[config.mk]
export PLATFORM = sky130hd
export DESIGN_NAME = im_loader
export DESIGN_NICKNAME = d
export VERILOG_FILES = /design/src/rtl/im_loader.sv
export SDC_FILE = /design/constraint.sdc
export NUM_CORES = 1
export LEC_CHECK = 0
export ABC_AREA = 1
export CAP_MARGIN = 40
export CORE_MARGIN = 1
export CORE_UTILIZATION = 40
export DETAILED_ROUTE_END_ITERATION = 8
export HOLD_SLACK_MARGIN = 0.03
export SYNTH_ARGS = -nofsm -noshare
export SYNTH_HDL_FRONTEND = slang
export SYNTH_SLANG_ARGS = --single-unit
[constraint.sdc]
create_clock -name clk -period 1.8 [get_ports clk]
set_clock_uncertainty 0.1 [all_clocks]
set_input_delay 0.27 -clock clk [delete_from_list [all_inputs] [get_ports clk]]
set_output_delay 0.27 -clock clk [all_outputs]
set_load 0.005 [all_outputs]
[src/rtl/im_loader.sv]
// Boot-time loader: framed big-endian byte stream -> sequential instruction-memory writes,
// holding the core in reset until done. Define IM_LOADER_CSUM_EN for the trailing XOR checksum byte.
module im_loader #(
  parameter int unsigned ADDR_W = 16
) (
  input  logic              clk,
  input  logic              rst_f,
  input  logic [7:0]        in_data,
  input  logic              in_valid,
  output logic              in_ready,
  input  logic              restart,
  output logic              im_we,
  output logic [ADDR_W-1:0] im_addr,
  output logic [31:0]       im_wdata,
  output logic              core_rst_f,
  output logic              load_done,
  output logic              csum_err
);

  localparam int unsigned BYTE_W = 8;
  localparam int unsigned WORD_W = 32;
  localparam int unsigned CNT_W  = 16;
  localparam int unsigned ASM_W  = WORD_W - BYTE_W;

  typedef enum logic [2:0] {
    S_HDR_HI = 3'd0,
    S_HDR_LO = 3'd1,
    S_DATA   = 3'd2,
`ifdef IM_LOADER_CSUM_EN
    S_CSUM   = 3'd3,
`endif
    S_DONE   = 3'd4
  } state_e;

  // State entered once the header/payload is exhausted.
`ifdef IM_LOADER_CSUM_EN
  localparam state_e S_TAIL = S_CSUM;
`else
  localparam state_e S_TAIL = S_DONE;
`endif

  state_e              state_q, state_d;
  logic [BYTE_W-1:0]   n_hi_q, n_hi_d;
  logic [CNT_W-1:0]    wrem_q, wrem_d;
  logic [1:0]          bcnt_q, bcnt_d;
  logic [ASM_W-1:0]    asm_q, asm_d;
  logic                in_ready_q, in_ready_d;
  logic                im_we_q, im_we_d;
  logic [ADDR_W-1:0]   addr_q, addr_d;
  logic [WORD_W-1:0]   wdata_q, wdata_d;
  logic [1:0]          fin_q, fin_d;
  logic                done_q, done_d;
  logic                core_rst_q, core_rst_d;
`ifdef IM_LOADER_CSUM_EN
  logic [BYTE_W-1:0]   xor_q, xor_d;
  logic                bad_q, bad_d;
  logic                csum_err_q, csum_err_d;
`endif

  logic take_c;
  assign take_c = in_valid && in_ready_q;

  // Next-state and registered-output logic.
  always_comb begin
    state_d    = state_q;
    n_hi_d     = n_hi_q;
    wrem_d     = wrem_q;
    bcnt_d     = bcnt_q;
    asm_d      = asm_q;
    im_we_d    = 1'b0;
    addr_d     = addr_q;
    wdata_d    = wdata_q;
    done_d     = done_q;
    core_rst_d = core_rst_q;
`ifdef IM_LOADER_CSUM_EN
    xor_d      = xor_q;
    bad_d      = bad_q;
    csum_err_d = csum_err_q;
`endif

    if (im_we_q) begin
      addr_d = addr_q + ADDR_W'(1);
    end

    // Completion lands two edges after the final byte so release never overlaps the last write.
    if (fin_q[1]) begin
      done_d = 1'b1;
`ifdef IM_LOADER_CSUM_EN
      core_rst_d = ~bad_q;
      csum_err_d = bad_q;
`else
      core_rst_d = 1'b1;
`endif
    end

    case (state_q)
      S_HDR_HI: begin
        if (take_c) begin
          n_hi_d  = in_data;
`ifdef IM_LOADER_CSUM_EN
          xor_d   = in_data;
`endif
          state_d = S_HDR_LO;
        end
      end
      S_HDR_LO: begin
        if (take_c) begin
          wrem_d  = {n_hi_q, in_data};
          bcnt_d  = 2'd0;
`ifdef IM_LOADER_CSUM_EN
          xor_d   = xor_q ^ in_data;
`endif
          state_d = ({n_hi_q, in_data} == CNT_W'(0)) ? S_TAIL : S_DATA;
        end
      end
      S_DATA: begin
        if (take_c) begin
`ifdef IM_LOADER_CSUM_EN
          xor_d  = xor_q ^ in_data;
`endif
          asm_d  = {asm_q[ASM_W-BYTE_W-1:0], in_data};
          bcnt_d = bcnt_q + 2'd1;
          if (bcnt_q == 2'd3) begin
            im_we_d = 1'b1;
            wdata_d = {asm_q, in_data};
            wrem_d  = wrem_q - CNT_W'(1);
            if (wrem_q == CNT_W'(1)) begin
              state_d = S_TAIL;
            end
          end
        end
      end
`ifdef IM_LOADER_CSUM_EN
      S_CSUM: begin
        if (take_c) begin
          bad_d   = (in_data != xor_q);
          state_d = S_DONE;
        end
      end
`endif
      S_DONE: begin
        if (restart) begin
          state_d    = S_HDR_HI;
          done_d     = 1'b0;
          core_rst_d = 1'b0;
          addr_d     = '0;
`ifdef IM_LOADER_CSUM_EN
          csum_err_d = 1'b0;
`endif
        end
      end
      default: begin
        state_d = S_HDR_HI;
      end
    endcase

    fin_d[0]   = (state_d == S_DONE) && (state_q != S_DONE);
    fin_d[1]   = fin_q[0] && !((state_q == S_DONE) && restart);
    in_ready_d = (state_d != S_DONE);
  end

  always_ff @(posedge clk) begin
    if (!rst_f) begin
      state_q    <= S_HDR_HI;
      n_hi_q     <= '0;
      wrem_q     <= '0;
      bcnt_q     <= '0;
      asm_q      <= '0;
      in_ready_q <= 1'b0;
      im_we_q    <= 1'b0;
      addr_q     <= '0;
      wdata_q    <= '0;
      fin_q      <= '0;
      done_q     <= 1'b0;
      core_rst_q <= 1'b0;
`ifdef IM_LOADER_CSUM_EN
      xor_q      <= '0;
      bad_q      <= 1'b0;
      csum_err_q <= 1'b0;
`endif
    end else begin
      state_q    <= state_d;
      n_hi_q     <= n_hi_d;
      wrem_q     <= wrem_d;
      bcnt_q     <= bcnt_d;
      asm_q      <= asm_d;
      in_ready_q <= in_ready_d;
      im_we_q    <= im_we_d;
      addr_q     <= addr_d;
      wdata_q    <= wdata_d;
      fin_q      <= fin_d;
      done_q     <= done_d;
      core_rst_q <= core_rst_d;
`ifdef IM_LOADER_CSUM_EN
      xor_q      <= xor_d;
      bad_q      <= bad_d;
      csum_err_q <= csum_err_d;
`endif
    end
  end

  assign in_ready   = in_ready_q;
  assign im_we      = im_we_q;
  assign im_addr    = addr_q;
  assign im_wdata   = wdata_q;
  assign core_rst_f = core_rst_q;
  assign load_done  = done_q;
`ifdef IM_LOADER_CSUM_EN
  assign csum_err   = csum_err_q;
`else
  assign csum_err   = 1'b0;
`endif

endmodule

Word level (Yosys, flattened, before mapping)
Index checks and enable logic that the tools add are counted.
Cells by class
  add/subtract/negate cells: 3
  eq/ne operators: 11
  multiplexer cells: 25
  reductions and logical operators: 14
Operators with widths (count)
  16-bit 2-to-1 mux: 6
  16-bit case mux with 2 select lines: 1
  3-bit 2-to-1 mux: 7
  16-bit by 1-bit adder with 16-bit output (second input constant): 1
  16-bit by 1-bit equality test with 1-bit output (second input constant): 1
  16-bit zero test: 1
  16-bit by 1-bit subtractor with 16-bit output (second input constant): 1
  3-bit case mux with 4 select lines: 1
  3-bit AND reduction: 3
  1-bit 2-to-1 mux: 7
  3-bit equality test (second input constant): 2
  2-bit != test (second input constant): 3
  3-bit != test (second input constant): 2
  1-bit logical AND: 4
  2-bit 2-to-1 mux: 2
  2-bit case mux with 2 select lines: 1
  2-bit AND reduction: 2
  4-bit AND reduction: 1
  3-bit by 1-bit equality test with 1-bit output (second input constant): 1
  3-bit by 2-bit equality test with 1-bit output (second input constant): 1
  3-bit zero test: 1
  2-bit by 1-bit adder with 2-bit output (second input constant): 1
  2-bit equality test (second input constant): 1
  2-bit nonzero test: 1
  1-bit zero test: 1
Word-level totals
  register bits after elaboration: 107
  input bits: 12
  output and inout port bits: 53
  word-level logic and storage cells: 65

Longest topological paths before layout
  word-level depth: 7
  mapped depth: 9
  depth with buffers taken out: 9

Worst setup path before layout
No wires, ideal clock.
  kind: reg-to-reg
  start: register addr_q[0], in the netlist im_addr[0]
  end: register addr_q[14], in the netlist im_addr[14]
  setup time: 0.117 ns
  data arrival time: 1.284 ns
  data required time: 1.583 ns
  path slack: 0.298 ns
  stages on the path, launching flop included: 9
  path buffers: 0
  clock period less this slack: 1.502 ns
  path through: dfxtp_1 > ha_1 > nand2_1 > nor2_1 > nand4_1 > nor2_4 > nand4_1 > nand2_1 > nor2_1
Between the ends
  word-level cells in the longest chain between the ends: 4
RTL lines
  start: declaration: RTL line 49  | logic [ADDR_W-1:0] addr_q, addr_d;
  start signal: assignment: RTL line 189  | addr_q <= addr_d;
  16-bit by 1-bit adder with 16-bit output (*): RTL line 82  | addr_d = addr_q + ADDR_W'(1);
  16-bit 2-to-1 mux (*): RTL line 81  | if (im_we_q) begin
  16-bit 2-to-1 mux: RTL line 142  | if (restart) begin
  16-bit 2-to-1 mux (*): RTL line 96  | case (state_q)
Every way passes the cells marked *; elsewhere a longest branch is shown, timed or not.
A chain may end at the register's enable or synchronous reset.

Worst setup path in the final report
  start: register addr_q[12], in the netlist im_addr[12]
  end: output port im_addr[12]
RTL lines
  end: declaration: RTL line 13  | output logic [ADDR_W-1:0] im_addr,
No word-level cell between the ends.

==> results.py <==
metrics = {
    "final_layout": {
        "fin_nets": 711,
        "fin_util": 0.524,
        "multi_input_area_sq_um": 2000,
        "drive_gt1_frac": 0.101,
        "fillers": 1079,
        "synthToLayoutAreaGrowth_pct": 27.1,
        "ff_latch_area_sq_um": 2140,
        "diodes": 0,
    },
    "floorplan": {
        "design.die.area_sq_um": 11600,
        "ioPinCount": 65,
        "die_w_um": 108,
        "start_util": 0.412,
        "core_area_sq_um": 10800,
        "placementRows": 38,
        "dieHeight_um": 108,
    },
    "synth": {
        "ys_warn_count": 0,
        "ys_top_cells_by_count": "nand2_1 (130), dfxtp_1 (107), nor2_1 (74), a21oi_1 (71), o21ai_0 (59)",
        "synth-edff-count": 0,
        "yosys.cell_count.top_type": "nand2_1",
        "yosysSeqAreaShare": 0.479,
        "yosys_most_used_dff": "dfxtp_1",
        "synthesis.nets": 623,
        "synth_top_cell_by_area": "dfxtp_1",
        "synth_top_area_share": 0.479,
        "netlist_area_sq_um": 4470,
        "synthCells": 607,
        "syn_avg_cell_area_sq_um": 7.36,
        "ys_types": 33,
        "async_flop_share": 0,
        "yosys-top-cells-area": "dfxtp_1 (48%), nand2_1 (11%), a21oi_1 (8.0%)",
        "ys_ff_latch": 107,
    },
    "routing": {
        "drtIter0Drc": 170,
        "drt-total-wl_um": 11200,
        "ant_nets": 0,
        "viasPerCell": 4.96,
        "drc_errors": 0,
        "vias": 4170,
        "firstDrtPassIters": 4,
        "wl_per_cell_um": 13.4,
    },
    "flow_run": {
        "drv_cap": 0,
    },
    "sta": {
        "setup_viol": 0,
        "min_period_over_period": 0.951,
        "fin_setup_tns_ns": 0,
        "fin_ws_ns": 0.0889,
        "rsz0062_at_grt": "no",
        "report.final.slew_viol_count": 0,
        "fmax_mhz": 584,
        "period_needed_ns": 1.71,
        "hold_viol_final": 0,
    },
    "clock_network": {
        "clockBufferDepth": 2,
        "clkTransAtPathRegs_ns": 0.11,
        "ctsHoldBuffers": 0,
        "htreeDepth": 3,
        "root_buffer": "clkbuf_8",
        "numCtsBuffers": 9,
        "clkSinkCount": 107,
        "insertion_delay_ns": 0.37,
        "cts_tree": "yes",
    },
    "min_path": {
        "hold_path.class": "reg -> reg",
    },
    "status": {
        "outcome": "finished clean",
    },
    "setup_path": {
        "crit_type": "reg -> out",
        "crit_chain": "clkdlybuf4s50_1",
        "cp_top_family": "buffers and inverters",
        "crit_buf_inv": 1,
        "slowest_delay_ns": 0.54,
        "required_ns": 1.43,
        "start_kind": "register",
        "endpoint_kind": "output port",
        "critPathSlowestCell": "clkdlybuf4s50_1",
        "worstPathArrival_ns": 1.34,
        "cp_max_fo": 5,
    },
    "global_route": {
        "track_usage": 0.206,
        "grt_pass1_vias": 3979,
        "grt_max_degree": 26,
        "grt-ovfl-total": 0,
        "grt_pass1_wl_um": 18600,
        "grt_antenna_before_repair": 0,
    },
    "placed_design": {
        "place.gp.congestion": 0.864,
        "dp_slack_ns": -0.150,
        "io_buffers": 63,
        "dp_hpwl_um": 8240,
    },
    "power_and_ir_drop": {
        "p_leak_nw": 2.33,
        "p_per_area_nw_per_um2": 764,
        "p_total_mw": 4.34,
        "vdd_drop_max_uv": 371,
    },
}
-- flip-flops by register name, indices dropped and copies added (netlist names), 2 cells and up --
name,flops
im_wdata,32
n_hi_q,8
bcnt_q,2
im_addr,16
wrem_q,16
asm_q,24
fin_q,2
state_q,3
-- tightest hold or removal path, delay by kind of cell (launching register included) --
kind	cells	cell delay [ns]
DFF	1	0.31
buffers and inverters	1	0.04
and+or+nand+nor	1	0.03
-- worst paths after layout --
| kind | start | endpoint | slack, ns | cells past startpoint |
|---|---|---|---|---|
| worst max register to register | im_addr[3] | im_addr[15] | 0.19 | 7 |
| worst max-delay path | im_addr[12] | im_addr[12] | 0.09 | 1 |
| worst min register to register | fin_q[0] | fin_q[1] | 0.29 | 2 |
| worst min-delay path | fin_q[0] | fin_q[1] | 0.29 | 2 |
-- cells in the final DEF, fill, tap and decap left out, types with 2 or more instances in the layout --
master           count
nand2_4              2
clkdlybuf4s50_1     63
inv_6                4
ha_1                 4
a21boi_1             3
dfxtp_1            106
a21oi_1             71
nand4_1              6
buf_4               39
nor2_2               2
o21ai_0             59
inv_1               49
inv_2                4
nand3b_1             3
nand2_2              2
nor2_1              72
xnor2_1              4
nor3_1               4
a211oi_1             4
nand2_1            129
o21ai_1             10
nand3_1             34
clkbuf_8             9
xor2_1               3
inv_8                2
-- logic make-up after synthesis --
logic type      count (synthesis)  synth area share
simple gates                  259             0.249
compound gates                149             0.172
flops                         107             0.479
buf+inv                        80            0.0745
xor+xnor                        7            0.0137
fa+ha+maj                       4            0.0112
other cells                     1          0.000839
-- what timing repair did --
item	in CTS	in global routing
setup endpoints to repair	0	4
buffers inserted	0	0
gates resized for setup	0	4
-- where the power goes --
part	switching, mW	internal, mW
registers	0.0190	2.39
logic	0.200	0.130
clock network	0.910	0.685
-- final cells by class --
type	count	area share
Timing Repair Buffer	103	0.166
Sequential cell	107	0.378
Inverter	54	0.0357
Multi-Input combinational cell	420	0.352
Clock inverter	7	0.0154
Tap cell	140	0.0309
Clock buffer	9	0.0218
-- per-stage QoR --
step           hold slack [ns]  std cells  cell area, sq um
6_report                 0.294        840              5680
2_1_floorplan            0.294        607              4470
3_5_place_dp             0.300        824              5460
4_1_cts                  0.292        840              5670
3_3_place_gp             0.305        824              5460
5_1_grt                  0.346        840              5680
-- per-layer routing --
layer	global-route usage	part of all wire
met1	0.258	0.47
met2	0.338	0.46
met3	0.0442	0.040
met4	0.0920	0.032
met5	0	0
Power figures use the tool's default switching activity.
